File: config.mk
export PLATFORM = sky130hd
export DESIGN_NAME = psw_cex_unit
export DESIGN_NICKNAME = d
export VERILOG_FILES = /design/src/rtl/psw_cex_unit.sv
export SDC_FILE = /design/constraint.sdc
export NUM_CORES = 1
export LEC_CHECK = 0
export BUFFER_PORTS_ARGS = -buffer_cell sky130_fd_sc_hd__buf_4
export CAP_MARGIN = 20
export CORE_ASPECT_RATIO = 0.5
export CORE_MARGIN = 2
export CORE_UTILIZATION = 41
export CTS_BUF_LIST = sky130_fd_sc_hd__clkbuf_4
export CTS_CLUSTER_DIAMETER = 200
export CTS_CLUSTER_SIZE = 28
export DETAILED_ROUTE_END_ITERATION = 16
export HOLD_SLACK_MARGIN = 0.05
export PLACE_DENSITY = 0.76
export SKIP_LAST_GASP = 1
export SLEW_MARGIN = 20
export SYNTH_ARGS = -nofsm -noshare
export SYNTH_HDL_FRONTEND = slang
export SYNTH_SLANG_ARGS = --single-unit
File: constraint.sdc
create_clock -name clk -period 1.8 [get_ports clk]
set_input_delay 0.45 -clock clk [delete_from_list [all_inputs] [get_ports clk]]
set_output_delay 0.45 -clock clk [all_outputs]
set_load 0.02 [all_outputs]
File: src/rtl/psw_cex_unit.sv
// Program Status Word register with masked flag updates, plus the CEX true/false
// window state machine that decides whether each retiring instruction may commit.
module psw_cex_unit #(
  parameter logic [15:0] PSW_RESET = 16'h0000,
  parameter int unsigned CNT_W     = 3
) (
  input  logic             clk,
  input  logic             rst,
  input  logic [15:0]      psw_in,
  input  logic [15:0]      psw_msk,
  input  logic             psw_wr_en,
  input  logic             psw_load,
  input  logic [15:0]      psw_load_val,
  input  logic             cex_valid,
  input  logic [3:0]       cex_cond,
  input  logic [CNT_W-1:0] cex_tc,
  input  logic [CNT_W-1:0] cex_fc,
  input  logic             instr_retire,
  output logic [15:0]      psw,
  output logic             exec_allow,
  output logic             cex_active
);

  typedef enum logic [2:0] {StIdle, StExecT, StSkipF, StSkipT, StExecF} state_e;

  state_e           state_q, state_d;
  logic [CNT_W-1:0] cnt_q, cnt_d;
  logic [CNT_W-1:0] fc_q, fc_d;
  logic [15:0]      psw_q, psw_d;
  logic             active_q;
  logic             cond_true;
  logic             flag_c, flag_z, flag_n, flag_v;

  assign flag_c = psw_q[0];
  assign flag_z = psw_q[1];
  assign flag_n = psw_q[2];
  assign flag_v = psw_q[4];

  // Conditions look at the registered flags only, never a same-cycle write.
  always_comb begin
    cond_true = 1'b0;
    case (cex_cond)
      4'h0: cond_true = flag_z;
      4'h1: cond_true = !flag_z;
      4'h2: cond_true = flag_c;
      4'h3: cond_true = !flag_c;
      4'h4: cond_true = flag_n;
      4'h5: cond_true = !flag_n;
      4'h6: cond_true = flag_v;
      4'h7: cond_true = !flag_v;
      4'h8: cond_true = flag_c && !flag_z;
      4'h9: cond_true = !flag_c || flag_z;
      4'hA: cond_true = (flag_n == flag_v);
      4'hB: cond_true = (flag_n != flag_v);
      4'hC: cond_true = !flag_z && (flag_n == flag_v);
      4'hD: cond_true = flag_z || (flag_n != flag_v);
      4'hE: cond_true = 1'b1;
      default: cond_true = 1'b0;
    endcase
  end

  assign exec_allow = (state_q == StIdle) || (state_q == StExecT) || (state_q == StExecF);

  always_comb begin
    state_d = state_q;
    cnt_d   = cnt_q;
    fc_d    = fc_q;
    if (psw_load) begin
      state_d = StIdle;
      cnt_d   = '0;
    end else if (cex_valid && exec_allow) begin
      // An allowed CEX always restarts the window, discarding any current one.
      fc_d = cex_fc;
      if (cex_tc != '0) begin
        state_d = cond_true ? StExecT : StSkipT;
        cnt_d   = cex_tc;
      end else if (cex_fc != '0) begin
        state_d = cond_true ? StSkipF : StExecF;
        cnt_d   = cex_fc;
      end else begin
        state_d = StIdle;
        cnt_d   = '0;
      end
    end else if ((cex_valid || instr_retire) && (state_q != StIdle)) begin
      if (cnt_q > CNT_W'(1)) begin
        cnt_d = cnt_q - CNT_W'(1);
      end else if (((state_q == StExecT) || (state_q == StSkipT)) && (fc_q != '0)) begin
        state_d = (state_q == StExecT) ? StSkipF : StExecF;
        cnt_d   = fc_q;
      end else begin
        state_d = StIdle;
        cnt_d   = '0;
      end
    end
  end

  always_comb begin
    psw_d = psw_q;
    if (psw_load) begin
      psw_d = psw_load_val;
    end else if (psw_wr_en && exec_allow) begin
      psw_d[4:0] = (psw_q[4:0] & ~psw_msk[4:0]) | (psw_in[4:0] & psw_msk[4:0]);
    end
  end

  always_ff @(posedge clk or posedge rst) begin
    if (rst) begin
      state_q  <= StIdle;
      cnt_q    <= '0;
      fc_q     <= '0;
      psw_q    <= PSW_RESET;
      active_q <= 1'b0;
    end else begin
      state_q  <= state_d;
      cnt_q    <= cnt_d;
      fc_q     <= fc_d;
      psw_q    <= psw_d;
      active_q <= (state_d != StIdle);
    end
  end

  assign psw        = psw_q;
  assign cex_active = active_q;

endmodule

==> results by group <==
Outcome
  – Status: finished, final reports clean

Synth
  – Synth Area in XOR/XNOR: 0.0239
  – Post-Synthesis Cell Area: 1460 sq um
  – Synthesized-area fraction occupied by ao, oa, aoi and oai cells: 0.185
  – Share of synthesized area spent on multiplexers: 0.174
  – Share of Yosys cell area claimed by the top area cell type: 0.444
  – Cell variety after synth: 37
  – Top cells by area in the synthesized netlist: sky130_fd_sc_hd__dfrtp_1 44%, sky130_fd_sc_hd__mux2_2 12%, sky130_fd_sc_hd__mux2i_1 4.8%
  – Syn_area_per_cell: 10.6 sq um
  – Post-synth ARST share: 1.00
  – Adder and majority gate portion of the synthesized area: 0.0171
  – Gate count after technology mapping: 138
  – Post-synth EDFFs: 0
  – Number of register bits inferred by synthesis: 26
  – Most area-hungry cell type in the Yosys netlist: sky130_fd_sc_hd__dfrtp_1
  – Share of the yosys chip area belonging to registers: 0.444
  – Syn Nets: 204
  – Simple logic cell fraction of the synthesized area: 0.132
  – Most instantiated flip-flop cell in the synthesis netlist: sky130_fd_sc_hd__dfrtp_1
  – Main combinational cell family by area after synthesis: compound AO/OA/AOI/OAI gates
  – Yosys warning count: 0

GRT
  – Pin count of the biggest net entering global routing: 32
  – Global route overflow: 0
  – Number of global-route vias before repair: 1246
  – Wire length of the first global-routing pass: 5440 um
  – Number of antenna violations at the first check in global routing: 0
  – Total GRT Usage: 0.176

Routing
  – Detail Route Antenna Nets: 0
  – Total wire length: 3400 um
  – First-pass iteration count of the detailed router: 4
  – Vias per inst: 4.95
  – Number of vias in the routed layout: 1288
  – Wire length per cell: 13.1 um
  – DRT iter0 DRCs: 58
  – Drc violations: 0

Floorplan
  – Die Height: 46.3 um
  – FP Rows: 15
  – I/O pin total: 82
  – Area enclosed by the die boundary: 4090 sq um
  – Starting density of the core: 0.426
  – Placeable core area: 3430 sq um
  – X dimension of the die: 88.5 um

Setup path
  – Startpoint kind of the worst setup timing path: flop
  – Buffers & Inverters on Critical Path: 1
  – Critical path start-end classification: reg -> reg
  – Cell with the largest stage delay on the worst path: sky130_fd_sc_hd__dfrtp_1
  – Critical path cell sequence: inv_2 -> ha_4 -> o21ba_4 -> nor3_4 -> mux2_4 -> a221oi_2 -> o21ai_1
  – Kind of cell with the highest combined delay on the critical path: compound AO/OA/AOI/OAI gates
  – Critical Path End Type: flop
  – CP Launch Point: cnt_q[1]
  – Largest fanout of any net on the critical path: 3
  – Critical path arrival: 2.01 ns
  – Crit Reg-Reg Startpoint: cnt_q[1]
  – Required @ worst endpoint: 2.02 ns
  – Biggest cell delay along the critical path: 0.42 ns

Clocking
  – TritonCTS buffer count: 3
  – Largest buffer count on any clock path: 2
  – CTS tree: done
  – Root buffer selected by CTS: sky130_fd_sc_hd__clkbuf_4
  – H-tree depth: 1
  – Clk Latency, worst-skew pair: 0.32 ns
  – Clock transition time at the flip-flop clock pins of the worst setup and hold paths: 0.14 ns
  – Clock tree sinks: 26

STA
  – Number of endpoints failing setup at the final stage: 0
  – Setup tns final: 0 ns
  – Max-slew violations: 0
  – Final-report hold violation count: 0
  – Achievable frequency: 559 MHz
  – Shortest period the worst path allows: 1.79 ns
  – Worst setup skew after layout: 0.00502 ns
  – Worst max-slew margin expressed relative to the limit: 0.713
  – Final worst hold slack: 0.328 ns
  – Unrepaired setup endpoints after global routing: true
  – Transition at the pin with the smallest max-transition slack: 0.420 ns
  – Period utilization: 0.994
  – Final critical-path setup slack: 0.0107 ns

Final layout
  – Antenna diode instance count: 0
  – Commonest cells after routing, fill and taps aside: 69 x sky130_fd_sc_hd__buf_4, 26 x sky130_fd_sc_hd__dfrtp_1, 16 x sky130_fd_sc_hd__nand2_1, 14 x sky130_fd_sc_hd__mux2_2
  – Share of cells above drive strength 1: 0.483
  – Finished layout cell area: 2150 sq um
  – Relative area change from synthesis to final layout: 46.9%
  – Leading cell type in the layout, fill and taps excluded: sky130_fd_sc_hd__buf_4
  – Net total in the final layout: 276

Placed design
  – Placed inst area: 2030 sq um
  – Sum of net half-perimeters after detailed placement: 2670 um
  – Placement Setup Slack: -0.0108 ns
  – Placer congestion estimate: 0.822
  – Number of buffers added on ports: 59

Power and ir drop
  – Part of the total power dissipated in sequential elements: 0.403
  – Switching pwr: 594 uW
  – Total design power: 1.88 mW
  – Switching fraction of total power: 0.317
  – Share of total power in the clock network: 0.212
  – Share of power burned in combinational logic: 0.385
  – Internal power component: 1.28 mW
  – Total power per unit cell area: 872 nW/um^2
  – Static leakage power: 1.01 nW
  – Highest ir drop seen on vdd: 0.527 mV

Min path
  – Startpoint of the most critical hold path: psw_load_val[4]
  – Hold Path Class: in -> reg

Flow run
  – Maximum Capacitance Violations: 0
[cells in the mapped netlist, types with 3 or more instances]
library cell and count:
sky130_fd_sc_hd__a211oi_1 5, sky130_fd_sc_hd__a21oi_1 5, sky130_fd_sc_hd__dfrtp_1 26, sky130_fd_sc_hd__inv_1 5, sky130_fd_sc_hd__mux2_2 15, sky130_fd_sc_hd__mux2i_1 7
sky130_fd_sc_hd__nand2_1 16, sky130_fd_sc_hd__nor2_1 7, sky130_fd_sc_hd__nor2b_1 3, sky130_fd_sc_hd__nor3_1 6, sky130_fd_sc_hd__o21ai_0 5, sky130_fd_sc_hd__o31ai_1 3
sky130_fd_sc_hd__xnor2_1 4
[tightest hold or removal path, delay by kind of cell]
kind / cells / cell delay, ns
compound gates: 1 / 0.05
simple gates: 1 / 0.04
buf+inv: 1 / 0.08
[per-stage QoR]
step | utilization | cells
floorplan | - | 138
global placement | 0.590 | 253
detailed placement | 0.590 | 253
CTS | 0.610 | 258
global route | 0.626 | 260
finish | 0.626 | 260
[timing repair]
item                       in CTS  in global routing
resized for setup               1                  9
cloned                          0                  0
hold endpoints to repair        5                  0
pin swaps                       0                  3
setup endpoints to repair       2                  3
setup buffers                   0                  2
hold buffers                    1                  0
[layout make-up]
class,count,area (sq um)
flip-flops and latches,26,651
repair buffers,71,539
well taps,51,63.8
clock buffers,3,22.5
clock inverters,1,30.0
inverters,5,18.8
multi-input cells,103,826
fillers,310,1280
[final timing paths]
path	to	depth (start not counted)	slack, ns
setup / recovery	cex_active	7	0.01
hold / removal	flop	3	0.33
setup reg to reg	cex_active	7	0.01
hold reg to reg	psw[12]	1	0.53
max in group asynchronous	async pin	4	0.70
min in group asynchronous	psw[10]	3	0.57
[kinds of logic after synthesis]
group | count (synthesis)
xor+xnor | 4
compound gates | 34
buf+inv | 9
simple gates | 40
mux | 23
flops | 26
fa+ha+maj | 2
[power groups by stage]
stage	Clock (mW)	Combinational [mW]	Sequential, mW
4_1_cts	0.411	0.686	0.747
5_1_grt	0.432	0.783	0.769
6_report	0.398	0.722	0.756
3_5_place_dp	0	0.675	0.758
2_1_floorplan	0	0.349	0.796
3_3_place_gp	0	0.654	0.753
[routing by layer]
layer / up-vias / track usage / share of wire
met4: 0 / 0.0364 / 0.0080
met2: 27 / 0.320 / 0.50
met1: 611 / 0.221 / 0.45
met5: - / 0 / 0
li1: 648 / - / -
met3: 2 / 0.0394 / 0.039
Note: power is estimated with default switching activity, not from simulation.
